File: src/rtl/etapa_if_pkg.sv
// Shared processor constants: reset PC, bubble word and next-PC select encodings.
// Imported by the fetch stage and the control decoder.
package etapa_if_pkg;

    localparam logic [31:0] RESET_PC_DEF = 32'h0000_0000;
    localparam logic [31:0] BUBBLE_DEF   = 32'h0000_0000;

    typedef enum logic [1:0] {
        SEL_PC4  = 2'b00,
        SEL_J    = 2'b01,
        SEL_JR   = 2'b10,
        SEL_RSVD = 2'b11
    } sel_dir_t;

    function automatic logic [31:0] j_target(input logic [31:0] pc4, input logic [31:0] instr);
        return {pc4[31:28], instr[25:0], 2'b00};
    endfunction

endpackage

File: src/rtl/etapa_if_pc_next.sv
// Combinational next-PC mux: sequential PC+4, j target from IF/ID, or word-aligned jr target.
module pc_next
    import etapa_if_pkg::*;
(
    input  logic [31:0] pc,
    input  logic [1:0]  sel_dir,
    input  logic [31:0] ifid_pc4,
    input  logic [31:0] ifid_instr,
    input  logic [31:0] jr_addr,
    output logic [31:0] pc_plus4,
    output logic [31:0] pc_nxt
);

    assign pc_plus4 = pc + 32'd4;

    // The reserved encoding falls through to the sequential path.
    always_comb begin
        pc_nxt = pc_plus4;
        if (sel_dir == SEL_J)
            pc_nxt = j_target(ifid_pc4, ifid_instr);
        else if (sel_dir == SEL_JR)
            pc_nxt = {jr_addr[31:2], 2'b00};
    end

endmodule

File: src/rtl/etapa_if.sv
// Instruction fetch stage: PC register, IF/ID pipeline register and flush counter.
// Stall freezes everything; a flush bubbles IF/ID while the PC still takes its new target.
module etapa_if
    import etapa_if_pkg::*;
#(
    parameter logic [31:0] RESET_PC = RESET_PC_DEF,
    parameter logic [31:0] BUBBLE   = BUBBLE_DEF
) (
    input  logic        clk,
    input  logic        rst_n,
    input  logic [1:0]  SEL_DIR,
    input  logic        resetIF,
    input  logic        stall,
    input  logic [31:0] jr_addr,
    input  logic [31:0] imem_data,
    output logic [31:0] imem_addr,
    output logic        imem_rd_n,
    output logic [31:0] ifid_instr,
    output logic [31:0] ifid_pc4,
    output logic        ifid_valid,
    output logic [5:0]  opcode,
    output logic [5:0]  funct,
    output logic [15:0] flush_cnt
);

    logic [31:0] pc;
    logic [31:0] pc_plus4;
    logic [31:0] pc_nxt;

    pc_next u_pc_next (
        .pc         (pc),
        .sel_dir    (SEL_DIR),
        .ifid_pc4   (ifid_pc4),
        .ifid_instr (ifid_instr),
        .jr_addr    (jr_addr),
        .pc_plus4   (pc_plus4),
        .pc_nxt     (pc_nxt)
    );

    always_ff @(posedge clk or negedge rst_n) begin
        if (!rst_n) begin
            pc         <= RESET_PC;
            ifid_instr <= BUBBLE;
            ifid_pc4   <= 32'h0;
            ifid_valid <= 1'b0;
            flush_cnt  <= 16'h0;
        end else if (!stall) begin
            pc <= pc_nxt;
            if (resetIF) begin
                ifid_instr <= BUBBLE;
                ifid_pc4   <= 32'h0;
                ifid_valid <= 1'b0;
                if (flush_cnt != 16'hFFFF)
                    flush_cnt <= flush_cnt + 16'd1;
            end else begin
                ifid_instr <= imem_data;
                ifid_pc4   <= pc_plus4;
                ifid_valid <= 1'b1;
            end
        end
    end

    // Read enable drops with rst_n directly so reset is visible without a clock.
    assign imem_rd_n = ~rst_n | stall;
    assign imem_addr = pc;
    assign opcode    = ifid_instr[31:26];
    assign funct     = ifid_instr[5:0];

endmodule

File: config.mk
export PLATFORM = sky130hd
export DESIGN_NAME = etapa_if
export DESIGN_NICKNAME = d
export VERILOG_FILES = /design/src/rtl/etapa_if_pkg.sv /design/src/rtl/etapa_if_pc_next.sv /design/src/rtl/etapa_if.sv
export SDC_FILE = /design/constraint.sdc
export NUM_CORES = 1
export LEC_CHECK = 0
export CAP_MARGIN = 20
export CORE_MARGIN = 2
export CORE_UTILIZATION = 40
export DETAILED_ROUTE_END_ITERATION = 6
export DONT_BUFFER_PORTS = 1
export GPL_TIMING_DRIVEN = 0
export PLACE_DENSITY = 0.55
export SLEW_MARGIN = 10
export SYNTH_ARGS = -nofsm -noshare
export SYNTH_HDL_FRONTEND = slang
export SYNTH_SLANG_ARGS = --single-unit
File: constraint.sdc
create_clock -name clk -period 2.75 [get_ports clk]
set_clock_uncertainty 0.1 [all_clocks]
set_input_delay 0.55 -clock clk [delete_from_list [all_inputs] [get_ports clk]]
set_output_delay 0.55 -clock clk [all_outputs]
set_load 0.05 [all_outputs]
==> impl_summary.txt <==
----------------------------------------------------
[Floorplanning]
  Horizontal die dimension ... 128 µm
  Cell row count ... 45
  Floorplan die height ... roughly 130 µm
  Placeable core region ... 15,100 µm²
  Starting utilization of the core area ... 40.9%
  Area enclosed by the die boundary ... around 16,000 µm²
  Number of top-level pins ... 196

[Yosys]
  Post-synth top flop ... dfrtp_1
  Total standard cell area after synthesis ... 6190 µm²
  Portion of the post-synthesis area used by sequential elements ... 44.4%
  Average cell area after synthesis ... slightly below 9 µm²
  Synth Warn # ... 0
  Number of enable-type register cells in the synthesized netlist ... 0
  Cell variety after synth ... 62
  Number of synthesized register bits ... 110
  Share of flip-flops with an asynchronous set or reset after synthesis ... 100%
  Number of instances in the synthesized netlist ... 695

[STA]
  Unrepaired setup endpoints after global routing ... false
  Pin slew with the least headroom to its limit ... 1.01 ns
  Smallest hold slack ... -0.223 ns
  Number of max-slew violations in the final report ... 0
  Tcrit/Tclk final ... 98.8%
  Post-layout minimum cycle time ... 2.72 ns
  Number of hold violations in the final report ... 110
  Total setup violations reported at the end of the flow ... 0
  Maximum clock frequency ... 0.368 GHz
  Relative slew slack ... ~32%

[Setup path]
  Depth of the worst register-to-register path ... 5
  Critical register-to-register path startpoint ... imem_addr[22]
  CP Data Arrival Time ... 2.86 ns
  Cell Chain, Critical Path ... nand4_1 -> or4_4 -> buf_6 -> o311a_1 -> a221o_1
  Reg2Reg Capture Point ... ifid_pc4[28]
  Startpoint kind of the worst setup timing path ... register
  Cell with the biggest individual delay on the critical path ... dfrtp_1
  Classification of the worst setup path ... reg -> reg
  Max FO, Critical Path ... 9
  Slowest Stage Delay on Critical Path ... 0.83 ns
  Element type at the critical path end ... register
  Worst path required time ... 2.89 ns
  Reg2reg setup slack ... 0.03 ns

[Final layout]
  Sequential standard cell area ... 2770 µm²
  Fill cells ... 1,480
  Post-route insts no fill ... 905
  Post-layout utilization of the core ... between 40 and 50%
  Nets ... roughly 780
  Commonest non-fill, non-tap cells in the layout ... 97 x dfrtp_1, 91 x nand2_1, 66 x o21ai_0
  Antenna cell count ... 0
  Layout cell share with drive strength beyond 1 ... 9.34%
  Area occupied by multi-input gates ... 3060 µm²
  Area growth from synthesis to layout ... 10.2%
  Most common cell after layout, fill and taps aside ... dfrtp_1

[Clock network]
  CTS tree ... done
  Clk slew on worst S/H paths ... 0.07 ns
  Insertion delay of the later-clocked pin in the worst-skew pair ... about 0.36 ns
  TritonCTS Buffers ... 9
  Sink count of the clock tree ... 110
  Total number of H-tree levels ... 3
  Maximum number of buffers from clock root to sink ... 2
  Root buffer selected by CTS ... clkbuf_16

[Drt]
  Post-detailed-route DRC marker count ... 0
  TritonRoute pass-1 iters ... 5
  Routed WL ... 21,800 µm
  DR iter-0 viols ... 567
  Routed via count divided by cell count ... about 6.2
  Final antenna-violating net count ... 0
  Via count ... ~5,600
  Detailed-route wire length per cell ... 24.1 µm

[GRT]
  Vias in the first global route ... 5,319
  Overall routing resource usage ... 26.3%
  Global-route wire length before repair ... approximately 33,000 µm
  Number of antenna violations at the first check in global routing ... 0
  Maximum number of pins on one net before global-route repair ... 112
  Gr ovfl total ... 0

[Place]
  IO Port Bufs ... 0
  DP HPWL ... 15,700 µm
  Final RePlAce weighted congestion ... 0.907
  Cell count after placement ... 884

[Pwr]
  Leakage power of the design ... 0.00276 µW
  Largest vdd supply drop ... 336 µV
  Areal power density over the cells ... about 770 nW/µm²

[Status]
  Failing checks ... negative hold slack
  Outcome ... complete, but fails checks

[Run]
  Maximum Capacitance Violations ... 0

[Hold path]
  HP Class ... in -> async

----------------------------------------------------
==> timing repair <==
action,CTS,global route
setup buffers,3,2
endpoints found under the hold margin,110,110
setup endpoints to repair,29,23
resized for setup,15,11
cloned,0,0
pin swaps,1,0
==> report_power, final <==
part / leakage (µW) / switching [µW] / total (µW) / internal [µW]
Sequential: 0.00139 / 1190 / 3030 / 1840
Clock: 0.000146 / 613 / 1370 / 757
Combinational: 0.00123 / 528 / 872 / 344
==> how the worst max path moves through the flow <==
| stage | startpoint | endpoint | slack [ns] |
|---|---|---|---|
| floorplan | imem_addr[10] | ifid_pc4[28] | 0.14 |
| global route | imem_addr[15] | imem_addr[22] | 0.0009 |
| global placement | imem_addr[10] | imem_addr[30] | -0.30 |
| finish | imem_addr[22] | ifid_pc4[28] | 0.03 |
| detailed placement | imem_addr[10] | ifid_pc4[29] | -0.33 |
| CTS | imem_addr[12] | ifid_pc4[28] | 0.002 |
==> state kept, by name, indices dropped and copies added, names as in the netlist <==
| register | flops |
|---|---|
| flush_cnt | 16 |
| imem_addr | 30 |
| ifid_valid | 1 |
| ifid_pc4 | 31 |
| ifid_instr | 32 |
==> kinds of logic after synthesis <==
group	share of synthesized area (%)
simple gates	21.8
buf+inv	6.65
compound gates	21.1
xor+xnor	4.53
fa+ha+maj	0.404
mux	1.03
flops	44.4
other cells	0.0605
==> per-stage QoR <==
step	cell area [µm²]	TNS [ns]	hold slack (ns)	worst slack (ns)	power (µW)
4_1_cts	6790	0	-0.226	0.00180	5270
5_1_grt	6830	0	-0.238	0.000866	5490
3_5_place_dp	6430	-6.80	0.159	-0.325	3900
2_1_floorplan	6200	0	0.154	0.143	3590
3_3_place_gp	6430	-5.54	0.158	-0.300	3870
6_report	6830	0	-0.223	0.0320	5270
==> metal layers <==
layer	wire length, µm	GRT usage, %
met1	9540	35.9
met3	2190	7.94
met5	0	0
met4	498	8.73
met2	9570	40.1
==> worst max-delay path, delay by kind of cell, from the launching register on <==
family	cells	cell delay (ns)
AO/OA/AOI/OAI	2	0.60
buffers and inverters	1	0.16
flip-flops	1	0.83
AND/OR/NAND/NOR	2	0.90
==> cells in the mapped netlist, types with 5 or more instances <==
master / n / area share [%]
a2111oi_0: 5 / 0.71
a211o_1: 8 / 1.1
a211oi_1: 8 / 0.97
a21oi_1: 6 / 0.48
a221o_1: 13 / 2.1
a22o_1: 6 / 0.85
a22oi_1: 13 / 1.6
a31oi_1: 11 / 1.1
and3_1: 11 / 1.1
buf_1: 8 / 0.48
buf_4: 15 / 1.8
clkbuf_1: 50 / 3.0
dfrtp_1: 110 / 44
inv_1: 13 / 0.79
nand2_1: 91 / 5.5
nand2b_1: 38 / 3.8
nand3_1: 18 / 1.5
nand4_1: 14 / 1.4
nor2_1: 24 / 1.5
nor2b_1: 6 / 0.61
nor3_1: 34 / 2.7
nor4_1: 8 / 0.81
o21ai_0: 66 / 5.3
o22ai_1: 8 / 0.81
o31ai_1: 7 / 0.85
or3_1: 5 / 0.51
xnor2_1: 19 / 2.7
xor2_1: 13 / 1.8
==> final cells by class <==
class | instances | share of cell area (%)
timing repair buffer | 5 | 0.550
inverter | 13 | 0.715
buffer | 77 | 5.39
clock buffer | 13 | 3.81
multi-input combinational | 496 | 44.9
clock inverter | 3 | 0.623
tap | 188 | 3.45
sequential | 110 | 40.6
(Power assumes the default switching activity.)
